<file path="src/rtl/alu_pkg.sv">
// Shared opcode and FSM-state definitions for the sequential ALU and its datapath.
package alu_pkg;

  localparam int CMD_W = 4;

  typedef enum logic [CMD_W-1:0] {
    CMD_ADD  = 4'b0000,
    CMD_SUB  = 4'b0001,
    CMD_NOT  = 4'b0010,
    CMD_CMP  = 4'b0011,
    CMD_MOVL = 4'b0100,
    CMD_MOVR = 4'b0101,
    CMD_AND  = 4'b0110,
    CMD_OR   = 4'b0111,
    CMD_ADC  = 4'b1000,
    CMD_SHL  = 4'b1001,
    CMD_SHR  = 4'b1010,
    CMD_XOR  = 4'b1011,
    CMD_RSV0 = 4'b1100,
    CMD_RSV1 = 4'b1101,
    CMD_RSV2 = 4'b1110,
    CMD_RSV3 = 4'b1111
  } alu_cmd_e;

  typedef enum logic {
    IDLE  = 1'b0,
    SHIFT = 1'b1
  } alu_state_e;

  function automatic logic is_shift(alu_cmd_e c);
    return (c == CMD_SHL) || (c == CMD_SHR);
  endfunction

endpackage

</file>
<file path="src/rtl/alu_seq_if.sv">
// Issue/complete bus between the register-read stage, the ALU and writeback.
interface alu_seq_if
  import alu_pkg::*;
#(
  parameter int W = 8
) ();

  logic             in_valid;
  logic             in_ready;
  logic [CMD_W-1:0] alu_cmd;
  logic [W-1:0]     inA;
  logic [W-1:0]     inB;
  logic             out_valid;
  logic [W-1:0]     rslt;
  logic             flag;

  modport master (
    output in_valid, alu_cmd, inA, inB,
    input  in_ready, out_valid, rslt, flag
  );

  modport slave (
    input  in_valid, alu_cmd, inA, inB,
    output in_ready, out_valid, rslt, flag
  );

endinterface

</file>
<file path="src/rtl/alu_core.sv">
// Single-cycle combinational datapath; shift opcodes are iterated by alu_seq and return zero here.
module alu_core
  import alu_pkg::*;
#(
  parameter int W = 8
) (
  input  alu_cmd_e     cmd,
  input  logic [W-1:0] a,
  input  logic [W-1:0] b,
  input  logic         cin,
  output logic [W-1:0] rslt,
  output logic         flag
);

  logic [W:0]   add_sum;
  logic [W:0]   sub_diff;
  logic [W-1:0] and_v;
  logic [W-1:0] or_v;
  logic [W-1:0] xor_v;
  logic [W-1:0] not_v;

  // Carry-in only participates for ADC so plain ADD stays independent of history.
  assign add_sum  = {1'b0, a} + {1'b0, b} + {{W{1'b0}}, cin & (cmd == CMD_ADC)};
  assign sub_diff = {1'b0, a} - {1'b0, b};

  for (genvar gi = 0; gi < W; gi++) begin : g_bit
    assign and_v[gi] = a[gi] & b[gi];
    assign or_v[gi]  = a[gi] | b[gi];
    assign xor_v[gi] = a[gi] ^ b[gi];
    assign not_v[gi] = ~a[gi];
  end

  always_comb begin
    rslt = '0;
    flag = 1'b0;
    case (cmd)
      CMD_ADD, CMD_ADC: begin
        rslt = add_sum[W-1:0];
        flag = add_sum[W];
      end
      CMD_SUB: begin
        rslt = sub_diff[W-1:0];
        flag = sub_diff[W];
      end
      CMD_NOT:  rslt = not_v;
      CMD_CMP:  flag = (a == b);
      CMD_MOVL: rslt = b;
      CMD_MOVR: rslt = a;
      CMD_AND:  rslt = and_v;
      CMD_OR:   rslt = or_v;
      CMD_XOR:  rslt = xor_v;
      default: begin
        rslt = '0;
        flag = 1'b0;
      end
    endcase
  end

endmodule

</file>
<file path="src/rtl/alu_seq.sv">
// Handshaked ALU: registers every result/flag, iterates shifts one bit per clock,
// and feeds the registered flag back as ADC carry-in.
module alu_seq
  import alu_pkg::*;
#(
  parameter int W = 8
) (
  input  logic     clk,
  input  logic     reset,
  alu_seq_if.slave bus
);

  localparam int SHW = $clog2(W);

  alu_state_e     state_reg, state_next;
  logic [W-1:0]   acc_reg;
  logic [SHW-1:0] cnt_reg;
  logic           dir_reg;
  logic           sbit_reg;
  logic [W-1:0]   rslt_reg;
  logic           flag_reg;
  logic           out_valid_reg;

  alu_cmd_e       cmd;
  logic [W-1:0]   core_rslt;
  logic           core_flag;
  logic           in_ready;
  logic           accept;
  logic           cmd_shift;

  assign cmd = alu_cmd_e'(bus.alu_cmd);

  alu_core #(.W(W)) u_core (
    .cmd  (cmd),
    .a    (bus.inA),
    .b    (bus.inB),
    .cin  (flag_reg),
    .rslt (core_rslt),
    .flag (core_flag)
  );

  always_ff @(posedge clk) begin
    if (reset) state_reg <= IDLE;
    else       state_reg <= state_next;
  end

  always_comb begin
    state_next = state_reg;
    case (state_reg)
      IDLE:    if (accept && cmd_shift) state_next = SHIFT;
      SHIFT:   if (cnt_reg == '0)       state_next = IDLE;
      default: state_next = IDLE;
    endcase
  end

  always_comb begin
    in_ready  = (state_reg == IDLE);
    accept    = bus.in_valid && in_ready;
    cmd_shift = is_shift(cmd);
  end

  // Shift datapath and output registers; sbit_reg holds the most recent bit shifted out.
  always_ff @(posedge clk) begin
    if (reset) begin
      acc_reg       <= '0;
      cnt_reg       <= '0;
      dir_reg       <= 1'b0;
      sbit_reg      <= 1'b0;
      rslt_reg      <= '0;
      flag_reg      <= 1'b0;
      out_valid_reg <= 1'b0;
    end else begin
      out_valid_reg <= 1'b0;
      case (state_reg)
        IDLE: begin
          if (accept) begin
            if (cmd_shift) begin
              acc_reg  <= bus.inA;
              cnt_reg  <= bus.inB[SHW-1:0];
              dir_reg  <= (cmd == CMD_SHR);
              sbit_reg <= 1'b0;
            end else begin
              rslt_reg      <= core_rslt;
              flag_reg      <= core_flag;
              out_valid_reg <= 1'b1;
            end
          end
        end
        SHIFT: begin
          if (cnt_reg != '0) begin
            acc_reg  <= dir_reg ? {1'b0, acc_reg[W-1:1]} : {acc_reg[W-2:0], 1'b0};
            sbit_reg <= dir_reg ? acc_reg[0] : acc_reg[W-1];
            cnt_reg  <= cnt_reg - 1'b1;
          end else begin
            rslt_reg      <= acc_reg;
            flag_reg      <= sbit_reg;
            out_valid_reg <= 1'b1;
          end
        end
        default: ;
      endcase
    end
  end

  assign bus.in_ready  = in_ready;
  assign bus.out_valid = out_valid_reg;
  assign bus.rslt      = rslt_reg;
  assign bus.flag      = flag_reg;

endmodule

</file>
<file path="src/flat_wrapper.sv">
// flat-port wrapper written by rule: the top's interface ports become plain ports
module alu_seq_flat import alu_pkg::*;
#(
  parameter int W = 8
)
  (clk, reset, bus_in_valid, bus_alu_cmd, bus_inA, bus_inB, bus_in_ready, bus_out_valid, bus_rslt, bus_flag);
  alu_seq_if #(.W(W)) bus_i ();
  input  logic clk;
  input  logic reset;
  input wire logic [$bits(bus_i.in_valid)-1:0] bus_in_valid;
  input wire logic [$bits(bus_i.alu_cmd)-1:0] bus_alu_cmd;
  input wire logic [$bits(bus_i.inA)-1:0] bus_inA;
  input wire logic [$bits(bus_i.inB)-1:0] bus_inB;
  output wire logic [$bits(bus_i.in_ready)-1:0] bus_in_ready;
  output wire logic [$bits(bus_i.out_valid)-1:0] bus_out_valid;
  output wire logic [$bits(bus_i.rslt)-1:0] bus_rslt;
  output wire logic [$bits(bus_i.flag)-1:0] bus_flag;
  assign bus_i.in_valid = bus_in_valid;
  assign bus_i.alu_cmd = bus_alu_cmd;
  assign bus_i.inA = bus_inA;
  assign bus_i.inB = bus_inB;
  assign bus_in_ready = bus_i.in_ready;
  assign bus_out_valid = bus_i.out_valid;
  assign bus_rslt = bus_i.rslt;
  assign bus_flag = bus_i.flag;
  alu_seq #(.W(W)) u_core (.clk(clk), .reset(reset), .bus(bus_i));
endmodule
</file>
<file path="config.mk">
export PLATFORM = sky130hd
export DESIGN_NAME = alu_seq_flat
export DESIGN_NICKNAME = d
export VERILOG_FILES = /design/src/rtl/alu_pkg.sv /design/src/rtl/alu_seq_if.sv /design/src/rtl/alu_core.sv /design/src/rtl/alu_seq.sv /design/src/flat_wrapper.sv
export SDC_FILE = /design/constraint.sdc
export NUM_CORES = 1
export LEC_CHECK = 0
export CAP_MARGIN = 40
export CORE_ASPECT_RATIO = 0.8
export CORE_MARGIN = 2
export CORE_UTILIZATION = 45
export DETAILED_ROUTE_END_ITERATION = 7
export PLACE_DENSITY = 0.67
export SYNTH_ARGS = -nofsm -noshare
export SYNTH_HDL_FRONTEND = slang
export SYNTH_SLANG_ARGS = --single-unit
</file>
<file path="constraint.sdc">
create_clock -name clk -period 6.01 [get_ports clk]
set_input_delay 1.202 -clock clk [delete_from_list [all_inputs] [get_ports clk]]
set_output_delay 1.202 -clock clk [all_outputs]
set_load 0.03 [all_outputs]
</file>
# == Word level (Yosys, flattened, before mapping) ==
# Index checks and enable logic that the tools add are counted.
# word_totals
input_bits,23
latchBits,0
ff_bits,24
elab_cells,104
ram_bits,0
rom_bits,0
memories,0
# classes
n_bitwise,34
div,0
magnitude_cmp,0
reduce_logical,10
addsub,4
shift,0
eq_ne,17
mul,0
n_mux,31
# ops
op,count
$pmux W8 S8,1
$mux W8,7
$pmux W8 S2,2
$eq A4 B3 Y1 const B,4
$eq A4 B4 Y1 const B,4
$mux W1,12
$add A8 B8 Y9,1
$add A9 B1 Y9,1
$and A1 B1 Y1,9
$mux W3,3
$not A1 Y1,9
$reduce_and A3 Y1,3
$sub A8 B8 Y9,1
$eq A4 B2 Y1 const B,2
$eq A8 B8 Y1,1
$or A1 B1 Y1,8
$pmux W1 S2,4
$xor A1 B1 Y1,8
$ne A2 B2 Y1 const B,3
$pmux W3 S2,1
$eq A4 B1 Y1 const B,1
$logic_not A4 Y1,1
$ne A2 B1 Y1 const B,2
$logic_not A3 Y1,1
6 further kinds,7

# == Longest topological paths before layout ==
# depth
word_depth,7
ltp_mapped,11
ltp_nobuf,10

# == Modules after synthesis ==
# From an unflattened synthesis, not the netlist that was laid out.
# hier_totals
hier_cells,373
area_unflattened_um2,2899.0
# by_module_without_submodules
mod,n_inst,area_per_inst_um2,cells_each
alu_core,1,1503.9,222
alu_seq,1,1395.1,151

# == Least setup slack after synthesis ==
# Ideal clock, no wire load.
# synth_path
path_type,input to register
startpoint,input bus_alu_cmd[0]
endpoint,register u_core.rslt_reg[4] (netlist: u_core.bus.rslt[4])
setup_ns,0.135
n_path_buf,2
path_stages,11
t_arrival_ns,3.535
t_required_ns,5.875
path_slack_ns,2.339
cell_sequence,buf_2 -> buf_4 -> nor3_2 -> nand3_1 -> fa_1 -> fa_1 -> o31ai_1 -> xnor2_1 -> nor2_1 -> o31ai_1 -> a211oi_1
# synth_via
elab_chain_cells,7
# synth_rtl
element,line_no,source
from (decl),flat_wrapper.sv:11,input wire logic [$bits(bus_i.alu_cmd)-1:0] bus_alu_cmd;
$eq A4 B4 Y1,"alu_core.sv:23, alu_core.sv:36",
$and A1 B1 Y1,alu_core.sv:23,"assign add_sum = {1'b0, a} + {1'b0, b} + {{W{1'b0}}, cin & (cmd == CMD_ADC)};"
$add A9 B1 Y9,alu_core.sv:23,
$pmux W8 S8,alu_core.sv:36,case (cmd)
$mux W8,alu_seq.sv:77,if (cmd_shift) begin
$mux W8,alu_seq.sv:76,if (accept) begin
$pmux W8 S2,alu_seq.sv:74,case (state_reg)
to (signal assigned),alu_seq.sv:83,rslt_reg <= core_rslt;
to (signal assigned),alu_seq.sv:95,rslt_reg <= acc_reg;
to (decl),alu_seq.sv:20,logic [W-1:0] rslt_reg;
# Parallel ways exist; a longest one is shown, timed or not. The select of a mux whose other input is x is not followed.
# A chain may end at the register's enable or synchronous reset.

# == Worst setup path after layout ==
# layout_path
startpoint,input bus_alu_cmd[3]
endpoint,register u_core.rslt_reg[4] (netlist: u_core.bus.rslt[4])
# The elaborated chain is that of the path after synthesis.

==> run summary <==
In the final timing run, aggregate negative setup slack is 0 ns. Sequential cells account for 33.2% of the total power. The synthesized netlist occupies a cell area of 2730 um2. Clock network fraction of total power: 27.6%.

The synthesized design spends more area on one cell type than any other, namely dfxtp_1. The cell at the root of the clock tree was clkbuf_8. For this design, the sink count on the clock tree is 24. The run gives 0 as the number of failing hold endpoints at the final stage. At the pin with the least slew margin, the transition time is 0.775 ns. The tools report the number of standard cells after synthesis as 361.

Total power: 0.000518 W. For this run, the register share of the synthesized area comes to 17.6%. The detailed-router iteration count before antenna repair is 5. The run gives 0.000180 W as the net switching power. The final instance count without filler cells was 459. The routed wire length is 8240 um, and the design internal power is 0.000338 W. The number of H-tree levels is 1, and the average size of a mapped cell is 7.57 um2.

The number of hold-repair buffers added at the cts stage is 0. The clock-pin transition on the worst setup and hold timing paths works out to 0.09 ns. Launching element type of the critical path: an input pin. Area overhead of the layout relative to synthesis: 15.9%. The run gives 431 as the number of nets in the final layout. Measured along the y axis, the die boundary spans 73.7 um. The headroom to the max-slew limit came out at 48.1%. Along the worst path, the maximum fanout reaches 18. The wire length per cell was 17.9 um; the HPWL after detailed placement was 6170 um. Ranked by total cell area, the synthesized netlist is headed by dfxtp_1, ha_1, a21oi_1, nor2_1, mux2i_1. After detailed routing, the number of vias per cell comes to 6.12.

The largest vdd supply drop is 0.117 mV, and the die boundary width is 91.1 um. The first-pass GRT wire length is 13,500 um. Counting flops with an async set or reset pin after synthesis yields a share of 0%. The number of antenna cells inserted was 0.

The final count of pins violating max slew is 0, and the cell area after placement is 3100 um2. In this run the count of I/O pins placed on the die edge is 34. The tools report the via count of the first global-routing pass as 2,676. Setup repair after global routing left no endpoint under its margin. The logic gate share of total power is 39.3%. The data arrival time of the critical path is 4.33 ns. The initial antenna violation count is 0, and the highest clock rate is 0.240 GHz. Counting the fill cells in the layout gives 603.

Setup slack on the critical path of the routed design comes to 1.83 ns. The synthesized design devotes to its leading area cell type 17.6% of total area. For this design the static power due to leakage is 1.21 nW. The number of cells in the design after placement was 455; the share of total power consumed by net switching was 34.7%. The count of buffers from port buffering works out to 33.

The run finished with clean final reports. The net count after synthesis came out at 413. TritonCTS built the clock tree. The number of warnings issued by yosys was 0; the worst slack after detailed placement was 1.62 ns. The count of flip-flops with a built-in enable after synthesis was 0. The area of the die came out at 6720 um2. Once the floorplan was initialized, standard cells occupied 46.5% of the core. The global placer's final weighted congestion came out at 0.956.

In the final layout, the share of cells above drive strength 1 is 7.41%. Across the routed clock network, the largest skew measured is 0.00972 ns. The number of core rows was 25; the overall overflow remaining after global route was 0.

Setup violations remaining at the end of the flow were counted as 0. The logs give 0 for the number of nets still failing antenna checks after routing and 37 for the pin count of the biggest net entering global routing. The post-cts sizing count is 0, and the post-route clock period utilization is 69.5%. The number of flip-flops and latches in the synthesized netlist works out to 24. The region available for standard cell placement spans 5880 um2. The tightest min-delay check is of the flip-flop to flip-flop type. Max-cap violations in this run came to 0. At the later pin of the worst-skew pair, clock insertion delay measures 0.27 ns. In this run the post-CTS setup repair buffer count came out at 0.

The detailed router finished its first iteration with 285 violations. The worst setup path is captured at a flip-flop. For this design the ratio of total power to cell area is 164 nW/um2. The finished cells cover 3170 um2. The detailed router placed 2,807 vias in this run. The overall global routing resource usage is 25.3%, and the count of cell types in the netlist is 60. The clock period minus worst slack was 4.18 ns; the total CTS buffers was 3. Required time of the critical path: 6.16 ns.

The critical path in this run is classified as input pin to flip-flop. The tools report the total DRC errors in the routed layout as 0. The most used flip-flop cell after synthesis is dfxtp_1. In this run the deepest clock path goes through 2 buffers.
==> per-stage QoR <==
stage | hold slack (ns) | utilization, %
3_5_place_dp | 0.485 | 52.7
3_3_place_gp | 0.476 | 52.1
4_1_cts | 0.508 | 53.9
5_1_grt | 0.529 | 53.9
6_report | 0.502 | 53.9
2_1_floorplan | 0.457 | -
==> metal layers <==
metal	part of all wire [%]	wire, um	track usage, %
met2	45	3670	41.2
met3	8.8	726	6.46
met4	1.4	119	5.39
met1	45	3720	34.2
met5	0	0	0
==> worst max-delay path, cell delays in order <==
cell	delay (ns)
clkdlybuf4s50_1	0.97
nand3_1	0.23
fa_1	0.48
fa_1	0.43
o31ai_1	0.39
xnor2_1	0.17
nor2_1	0.05
o31ai_1	0.28
a211oi_1	0.11
==> cells in the final DEF (no fill, tap or decap), types with 3 or more instances in the layout <==
master and instances:
a211o_1 4, a211oi_1 14, a21oi_1 34, a221oi_1 4, a22oi_1 3, a31oi_1 5
a32o_1 4, buf_4 5, clkbuf_8 3, clkdlybuf4s50_1 33, dfxtp_1 24, fa_1 3
ha_1 26, inv_1 27, inv_2 5, mux2i_1 11, mux4_2 3, nand2_1 19
nand2b_1 11, nand3_1 6, nor2_1 44, nor2b_1 3, nor3_1 7, nor4_1 4
o21ai_0 9, o21ai_1 7, o22ai_1 5, o31ai_1 6, or3_1 3, xnor2_1 5
==> worst paths after layout <==
check / endpoint / startpoint / slack, ns / depth (start not counted)
worst max-delay path: u_core.bus.rslt[4]$_SDFFE_PP0P_ / bus_alu_cmd[3] / 1.83 / 9
worst min-delay path: u_core.sbit_reg$_SDFFE_PP0P_ / u_core.sbit_reg$_SDFFE_PP0P_ / 0.50 / 2
worst max register to register: u_core.bus.rslt[4]$_SDFFE_PP0P_ / u_core.bus.flag$_SDFFE_PP0P_ / 3.46 / 8
worst min register to register: u_core.sbit_reg$_SDFFE_PP0P_ / u_core.sbit_reg$_SDFFE_PP0P_ / 0.50 / 2
==> layout make-up <==
cell class	count	area, um2	area share (%)
Multi-Input combinational cell	278	2000	63.2
Sequential cell	24	480	15.2
Timing Repair Buffer	40	394	12.4
Inverter	32	120	3.79
Tap cell	81	101	3.20
Clock buffer	3	41.3	1.30
Clock inverter	1	30.0	0.948
==> power groups by stage <==
stage	sequential [W]	clock, W	combinational, W
CTS	0.000172	0.000148	0.000200
global route	0.000173	0.000153	0.000221
global placement	0.000175	0	0.000195
finish	0.000172	0.000143	0.000204
detailed placement	0.000176	0	0.000199
floorplan	0.000184	0	0.000126
==> cells in the mapped netlist, types with 6 or more instances <==
library cell,instances
a211oi_1,14
a21oi_1,34
buf_2,10
clkbuf_1,12
dfxtp_1,24
ha_1,26
inv_1,27
mux2i_1,11
nand2_1,19
nand2b_1,11
nand3_1,6
nor2_1,44
nor3_1,7
o21ai_0,9
o21ai_1,7
o31ai_1,6
==> cell families (layout without fill, tap and decap cells) <==
group	count (synthesis)	after routing	synth area share (%)
xor+xnor	7	7	2.24
buf+inv	59	76	9.24
fa+ha+maj	29	29	14.1
flops	24	24	17.6
simple gates	110	110	20.0
compound gates	118	118	30.3
mux	14	14	6.50
Power figures use the tool's default switching activity.
